===== config.mk =====
export PLATFORM = sky130hd
export DESIGN_NAME = note_event_recorder
export DESIGN_NICKNAME = d
export VERILOG_FILES = /design/src/rtl/note_event_recorder.sv
export SDC_FILE = /design/constraint.sdc
export NUM_CORES = 1
export LEC_CHECK = 0
export CORE_MARGIN = 2
export CORE_UTILIZATION = 30
export DETAILED_ROUTE_END_ITERATION = 8
export MAX_ROUTING_LAYER = met4
export SYNTH_ARGS = -nofsm -noshare
export SYNTH_HDL_FRONTEND = slang
export SYNTH_SLANG_ARGS = --single-unit

===== constraint.sdc =====
create_clock -name clock -period 5.26 [get_ports clock]
set_clock_uncertainty 0.1 [all_clocks]
set_input_delay 1.052 -clock clock [delete_from_list [all_inputs] [get_ports clock]]
set_output_delay 1.052 -clock clock [all_outputs]
set_load 0.02 [all_outputs]

===== src/rtl/note_event_recorder.sv =====
// Multi-key note recorder: timestamps each press on a free-running tick counter and
// queues one {key_code, start, duration} event per release into a show-ahead FIFO.
module note_event_recorder #(
   parameter int NUM_KEYS       = 3,
   parameter int TIME_W         = 13,
   parameter int TICK_DIV       = 500000,
   parameter int FIFO_DEPTH     = 16,
   parameter int KEY_ACTIVE_LOW = 1,
   localparam int CODE_W = $clog2(NUM_KEYS + 1),
   localparam int CNT_W  = $clog2(FIFO_DEPTH) + 1
) (
   input  logic                clock,
   input  logic                resetn,
   input  logic [NUM_KEYS-1:0] keys,
   input  logic                rec_en,
   output logic                evt_valid,
   input  logic                evt_ready,
   output logic [CODE_W-1:0]   evt_code,
   output logic [TIME_W-1:0]   evt_start,
   output logic [TIME_W-1:0]   evt_dur,
   output logic [TIME_W-1:0]   system_time,
   output logic [NUM_KEYS-1:0] held,
   output logic [CNT_W-1:0]    fifo_count,
   output logic                overflow
);
   localparam int PTR_W = $clog2(FIFO_DEPTH);
   localparam int PRE_W = $clog2(TICK_DIV);
   localparam int ENT_W = CODE_W + 2 * TIME_W;
   localparam logic [PRE_W-1:0] PRE_LOAD = PRE_W'(TICK_DIV - 1);

   logic [NUM_KEYS-1:0] sync1_q, sync1_d, sync2_q, sync2_d, lvl_q, lvl_d, prev_q, prev_d;
   logic [2:0]          fill_q, fill_d;
   logic [PRE_W-1:0]    presc_q, presc_d;
   logic [TIME_W-1:0]   time_q, time_d;
   logic [NUM_KEYS-1:0] armed_q, armed_d, pending_q, pending_d;
   logic [TIME_W-1:0]   start_q [NUM_KEYS];
   logic [TIME_W-1:0]   start_d [NUM_KEYS];
   logic [TIME_W-1:0]   dur_q [NUM_KEYS];
   logic [TIME_W-1:0]   dur_d [NUM_KEYS];
   logic                ovf_q, ovf_d;
   logic [ENT_W-1:0]    mem_q [FIFO_DEPTH];
   logic [ENT_W-1:0]    mem_d [FIFO_DEPTH];
   logic [PTR_W-1:0]    wptr_q, wptr_d, rptr_q, rptr_d;
   logic [CNT_W-1:0]    count_q, count_d;

   logic [NUM_KEYS-1:0] prs_e, rel_e;
   logic                push, wr, pop, full;
   logic [ENT_W-1:0]    push_ent;

   always_comb begin
      // Polarity is normalised ahead of the synchroniser so a cleared register means "not pressed".
      sync1_d = (KEY_ACTIVE_LOW != 0) ? ~keys : keys;
      sync2_d = sync1_q;
      lvl_d   = sync2_q;
      prev_d  = lvl_q;
      // Edges are ignored until the pipeline holds real samples, so a key held through reset never arms.
      fill_d  = fill_q[2] ? fill_q : fill_q + 3'd1;
      prs_e   = fill_q[2] ? (lvl_q & ~prev_q) : '0;
      rel_e   = fill_q[2] ? (~lvl_q & prev_q) : '0;

      if (presc_q == '0) begin
         presc_d = PRE_LOAD;
         time_d  = time_q + TIME_W'(1);
      end else begin
         presc_d = presc_q - PRE_W'(1);
         time_d  = time_q;
      end

      armed_d   = armed_q;
      start_d   = start_q;
      dur_d     = dur_q;
      ovf_d     = ovf_q;
      push      = 1'b0;
      push_ent  = '0;
      for (int i = NUM_KEYS - 1; i >= 0; i--) begin
         if (pending_q[i]) begin
            push     = 1'b1;
            push_ent = {CODE_W'(i + 1), start_q[i], dur_q[i]};
         end
      end
      pending_d = pending_q & (pending_q - NUM_KEYS'(1));

      for (int i = 0; i < NUM_KEYS; i++) begin
         if (prs_e[i] && rec_en) begin
            start_d[i] = time_q;
            armed_d[i] = 1'b1;
         end
         if (rel_e[i] && armed_q[i]) begin
            armed_d[i] = 1'b0;
            if (pending_q[i]) begin
               ovf_d = 1'b1;
            end else begin
               dur_d[i]     = time_q - start_q[i];
               pending_d[i] = 1'b1;
            end
         end
      end

      full = (count_q == CNT_W'(FIFO_DEPTH));
      pop  = (count_q != '0) && evt_ready;
      wr   = push && (!full || pop);
      if (push && !wr) ovf_d = 1'b1;
      mem_d = mem_q;
      if (wr) mem_d[wptr_q] = push_ent;
      wptr_d  = wptr_q + PTR_W'(wr);
      rptr_d  = rptr_q + PTR_W'(pop);
      count_d = count_q + CNT_W'(wr) - CNT_W'(pop);
   end

   always_ff @(posedge clock or negedge resetn) begin
      if (!resetn) begin
         sync1_q   <= '0;
         sync2_q   <= '0;
         lvl_q     <= '0;
         prev_q    <= '0;
         fill_q    <= '0;
         presc_q   <= PRE_LOAD;
         time_q    <= '0;
         armed_q   <= '0;
         pending_q <= '0;
         ovf_q     <= 1'b0;
         wptr_q    <= '0;
         rptr_q    <= '0;
         count_q   <= '0;
         for (int i = 0; i < NUM_KEYS; i++) begin
            start_q[i] <= '0;
            dur_q[i]   <= '0;
         end
         for (int i = 0; i < FIFO_DEPTH; i++) mem_q[i] <= '0;
      end else begin
         sync1_q   <= sync1_d;
         sync2_q   <= sync2_d;
         lvl_q     <= lvl_d;
         prev_q    <= prev_d;
         fill_q    <= fill_d;
         presc_q   <= presc_d;
         time_q    <= time_d;
         armed_q   <= armed_d;
         pending_q <= pending_d;
         ovf_q     <= ovf_d;
         wptr_q    <= wptr_d;
         rptr_q    <= rptr_d;
         count_q   <= count_d;
         start_q   <= start_d;
         dur_q     <= dur_d;
         mem_q     <= mem_d;
      end
   end

   assign evt_valid                       = (count_q != '0);
   assign {evt_code, evt_start, evt_dur}  = mem_q[rptr_q];
   assign system_time                     = time_q;
   assign held                            = armed_q;
   assign fifo_count                      = count_q;
   assign overflow                        = ovf_q;
endmodule


==> qor.log <==
[setup_path] arrival time reported for the critical path endpoint 3360 ps
[die] FP Rows 109
[global_route] wire length of the first global-routing pass 107 mm
[yosys] Syn Inst Count 2452
[yosys] most common cell in the netlist dfrtp_1
[sta] Fmax 222 MHz
[global_route] global-route congestion overflow total 0
[die] core box area 88500 um2
[power] total power consumption of the routed design 12.3 mW
[cells_and_area] final instance area 31200 um2
[clock_tree] cts repair resizes 0
[clock_tree] clock transition at the registers of the reported paths 50 ps
[setup_path] Crit path required time 4110 ps
[sta] setup violators final 0
[clock_tree] clock root buffer clkbuf_16
[setup_path] critical path peak fanout 30
[clock_tree] number of clock buffers inserted by TritonCTS 70
[status] run status complete, no violations
[yosys] post-synthesis average cell area 11.0 um2
[global_route] largest net degree at the start of global routing 135
[setup_path] kind of end point of the critical path primary output
[cells_and_area] final layout net count 2508
[cells_and_area] area added between synthesis and finish 15.9%
[global_route] initial antenna violation count 4
[yosys] top post-synthesis cells by area dfrtp_1 (54%), mux4_2 (12%), o21ai_0 (9.4%)
[clock_tree] maximum buffer depth of the clock tree 3
[cells_and_area] share of final-layout standard cells stronger than drive strength 1 0.157
[detailed_routing] number of search-and-repair iterations in the first detailed-routing pass 5
[cells_and_area] Antenna Cells 0
[yosys] list of most frequent post-synthesis cells dfrtp_1 (582), nand2_1 (543), o21ai_0 (503)
[detailed_routing] drt via density 4.88
[die] vertical extent of the die 303 um
[yosys] synthesized net count 2512
[clock_tree] clock sink count 593
[detailed_routing] DRC violations left 0
[yosys] share of the synthesized area in the top cell type 0.542
[clock_tree] maximum level of the CTS H-tree 3
[sta] Slew @ Worst Pin 1300 ps
[place] number of port buffers 57
[place] hpwl dp 40.4 mm
[power] leakage power 13.3 nW
[yosys] flip-flop cell with the highest count after synthesis dfrtp_1
[place] GP Congestion 0.754
[clock_tree] worst-skew pair later-pin latency 620 ps
[yosys] number of different library cells in the post-synthesis netlist 62
[die] I/O pin count 58
[job] count of max-cap constraint violations 0
[detailed_routing] Total Routed Length 66.6 mm
[yosys] number of flip-flops and latches in the synthesized netlist 593
[cells_and_area] filler cell count in the final layout 8684
[yosys] YS warnings 0
[clock_tree] setup bufs post-CTS 0
[setup_path] path type of the worst setup path reg2out
[detailed_routing] Post-DRT Antenna Nets 0
[setup_path] crit path launch type flop
[detailed_routing] vias after detailed routing 17879
[detailed_routing] routed wirelength normalized by instance count 18.2 um
[yosys] total standard cell area after synthesis 26900 um2
[sta] Final period util 0.857
[power] Max VDD drop 292 uV
[cells_and_area] core utilization of the finished layout 0.352
[sta] final hold violations 0
[detailed_routing] number of DRC markers after the initial detailed-route iteration 1305
[sta] fin crit period 4510 ps
[global_route] overall routing resource usage 0.154
[place] post-placement cell area 28700 um2
[die] initial core utilization 0.304
[sta] Max Slew Vio Count 0
[sta] final setup TNS 0 ps
[die] Die Wd 303 um
[power] Pwr Density 394 nW/um2
[clock_tree] hold-fix buffers at CTS 0
[yosys] number of enable flip-flop cells after synthesis 0
[sta] headroom to the max-slew limit 0.134
[yosys] sequential fraction of the synthesis area 0.553
[yosys] cell type contributing the most total cell area after synthesis dfrtp_1
[clock_tree] clock tree from TritonCTS done
[sta] RSZ-0062 raised after global routing false
[die] Die Footprint 92000 um2
[sta] Min Hold Slack 246 ps
[global_route] number of global-route vias before repair 18281
[setup_path] register-to-register path setup slack 2000 ps
[hold_path] Hold Crit Class reg2reg
[yosys] fraction of synthesis flops using an asynchronous set or reset pin 1.00
area by class of cell:
type / instances / area [um2] / share of cell area
inverters: 59 / 221 / 0.00711
repair buffers: 112 / 1110 / 0.0357
well taps: 1165 / 1460 / 0.0468
clock inverters: 25 / 375 / 0.0120
clock buffers: 99 / 2040 / 0.0655
multi-input cells: 1612 / 11100 / 0.356
flip-flops and latches: 593 / 14900 / 0.477
placed cells by master, fill, tap and decap left out, types with 7 or more instances in the layout:
| cell type | netlist | routed |
|---|---|---|
| clkinv_2 | 0 | 9 |
| mux4_2 | 140 | 140 |
| or2_2 | 7 | 7 |
| clkbuf_8 | 0 | 16 |
| xnor2_1 | 39 | 39 |
| a22oi_1 | 26 | 26 |
| clkdlybuf4s50_1 | 0 | 56 |
| buf_12 | 0 | 10 |
| nor3_1 | 10 | 10 |
| nand2b_1 | 10 | 10 |
| nor2_1 | 53 | 53 |
| nand3_1 | 9 | 9 |
| dfstp_2 | 11 | 11 |
| o21ai_0 | 503 | 503 |
| clkbuf_16 | 0 | 71 |
| clkbuf_1 | 126 | 12 |
| a31oi_1 | 7 | 7 |
| nand2_1 | 543 | 527 |
| nand2_2 | 1 | 17 |
| nor2b_1 | 12 | 11 |
| mux2_2 | 31 | 31 |
| a21o_1 | 7 | 7 |
| xor2_1 | 23 | 23 |
| inv_1 | 59 | 59 |
| buf_4 | 2 | 45 |
| a21oi_1 | 49 | 48 |
| dfrtp_1 | 582 | 577 |
| ha_1 | 49 | 49 |
critical path, stage by stage, from the launching register on:
cell and delay (ps):
dfrtp_4 740, buf_4 470, mux4_2 370, mux4_2 520, clkdlybuf4s50_1 590
kinds of logic (layout without fill, tap and decap cells):
family,count (synthesis),count (layout),synth area share
xor gates and xnor gates,62,62,0.0202
and+or+nand+nor,692,692,0.108
buffers and inverters,247,295,0.0366
AOI/OAI and AO/OA,631,631,0.125
adders and majority gates,53,53,0.0258
muxes,174,174,0.131
DFF,593,593,0.553
metal layers:
metal / track usage / up-vias / wire length [um]
li1: - / 8537 / -
met1: 0.211 / 8958 / 31600
met2: 0.237 / 283 / 31000
met3: 0.0276 / 101 / 2610
met4: 0.0378 / 0 / 1420
met5: - / - / 0
where the power goes:
part | internal, mW | switching, mW
combinational | 0.870 | 1.26
sequential | 4.83 | 0.293
clock | 2.99 | 2.02
total | 8.69 | 3.57
through the flow:
stage / setup slack [ps] / instances
2_1_floorplan: 1940 / 2452
3_3_place_gp: 1210 / 3541
3_5_place_dp: 1170 / 3541
4_1_cts: 703 / 3665
5_1_grt: 662 / 3665
6_report: 753 / 3665
worst paths after layout:
kind,start,to,depth (start not counted)
setup / recovery,rptr_q[1]$_DFF_PN0_,evt_start[5],4
hold / removal,lvl_d[1]$_DFF_PN0_,lvl_q[1]$_DFF_PN0_,0
setup reg to reg,fifo_count[2]$_DFF_PN0_,mem_q[35]$_DFFE_PN0P_,10
hold reg to reg,lvl_d[1]$_DFF_PN0_,lvl_q[1]$_DFF_PN0_,0
max in group asynchronous,resetn,mem_q[308]$_DFFE_PN0P_,2
min in group asynchronous,resetn,presc_q[12]$_DFF_PN0_,1
state kept, by name, indices dropped and copies added, names as in the netlist:
| signal | count |
|---|---|
| lvl_q | 3 |
| fifo_count | 5 |
| dur_q | 39 |
| start_q | 39 |
| system_time | 13 |
| mem_q | 448 |
| held | 3 |
| presc_q | 19 |
| overflow | 1 |
| sync1_q | 3 |
| rptr_q | 4 |
| pending_q | 3 |
| lvl_d | 3 |
| fill_q | 3 |
| prev_q | 3 |
| wptr_q | 4 |
Note: power is estimated with default switching activity, not from simulation.
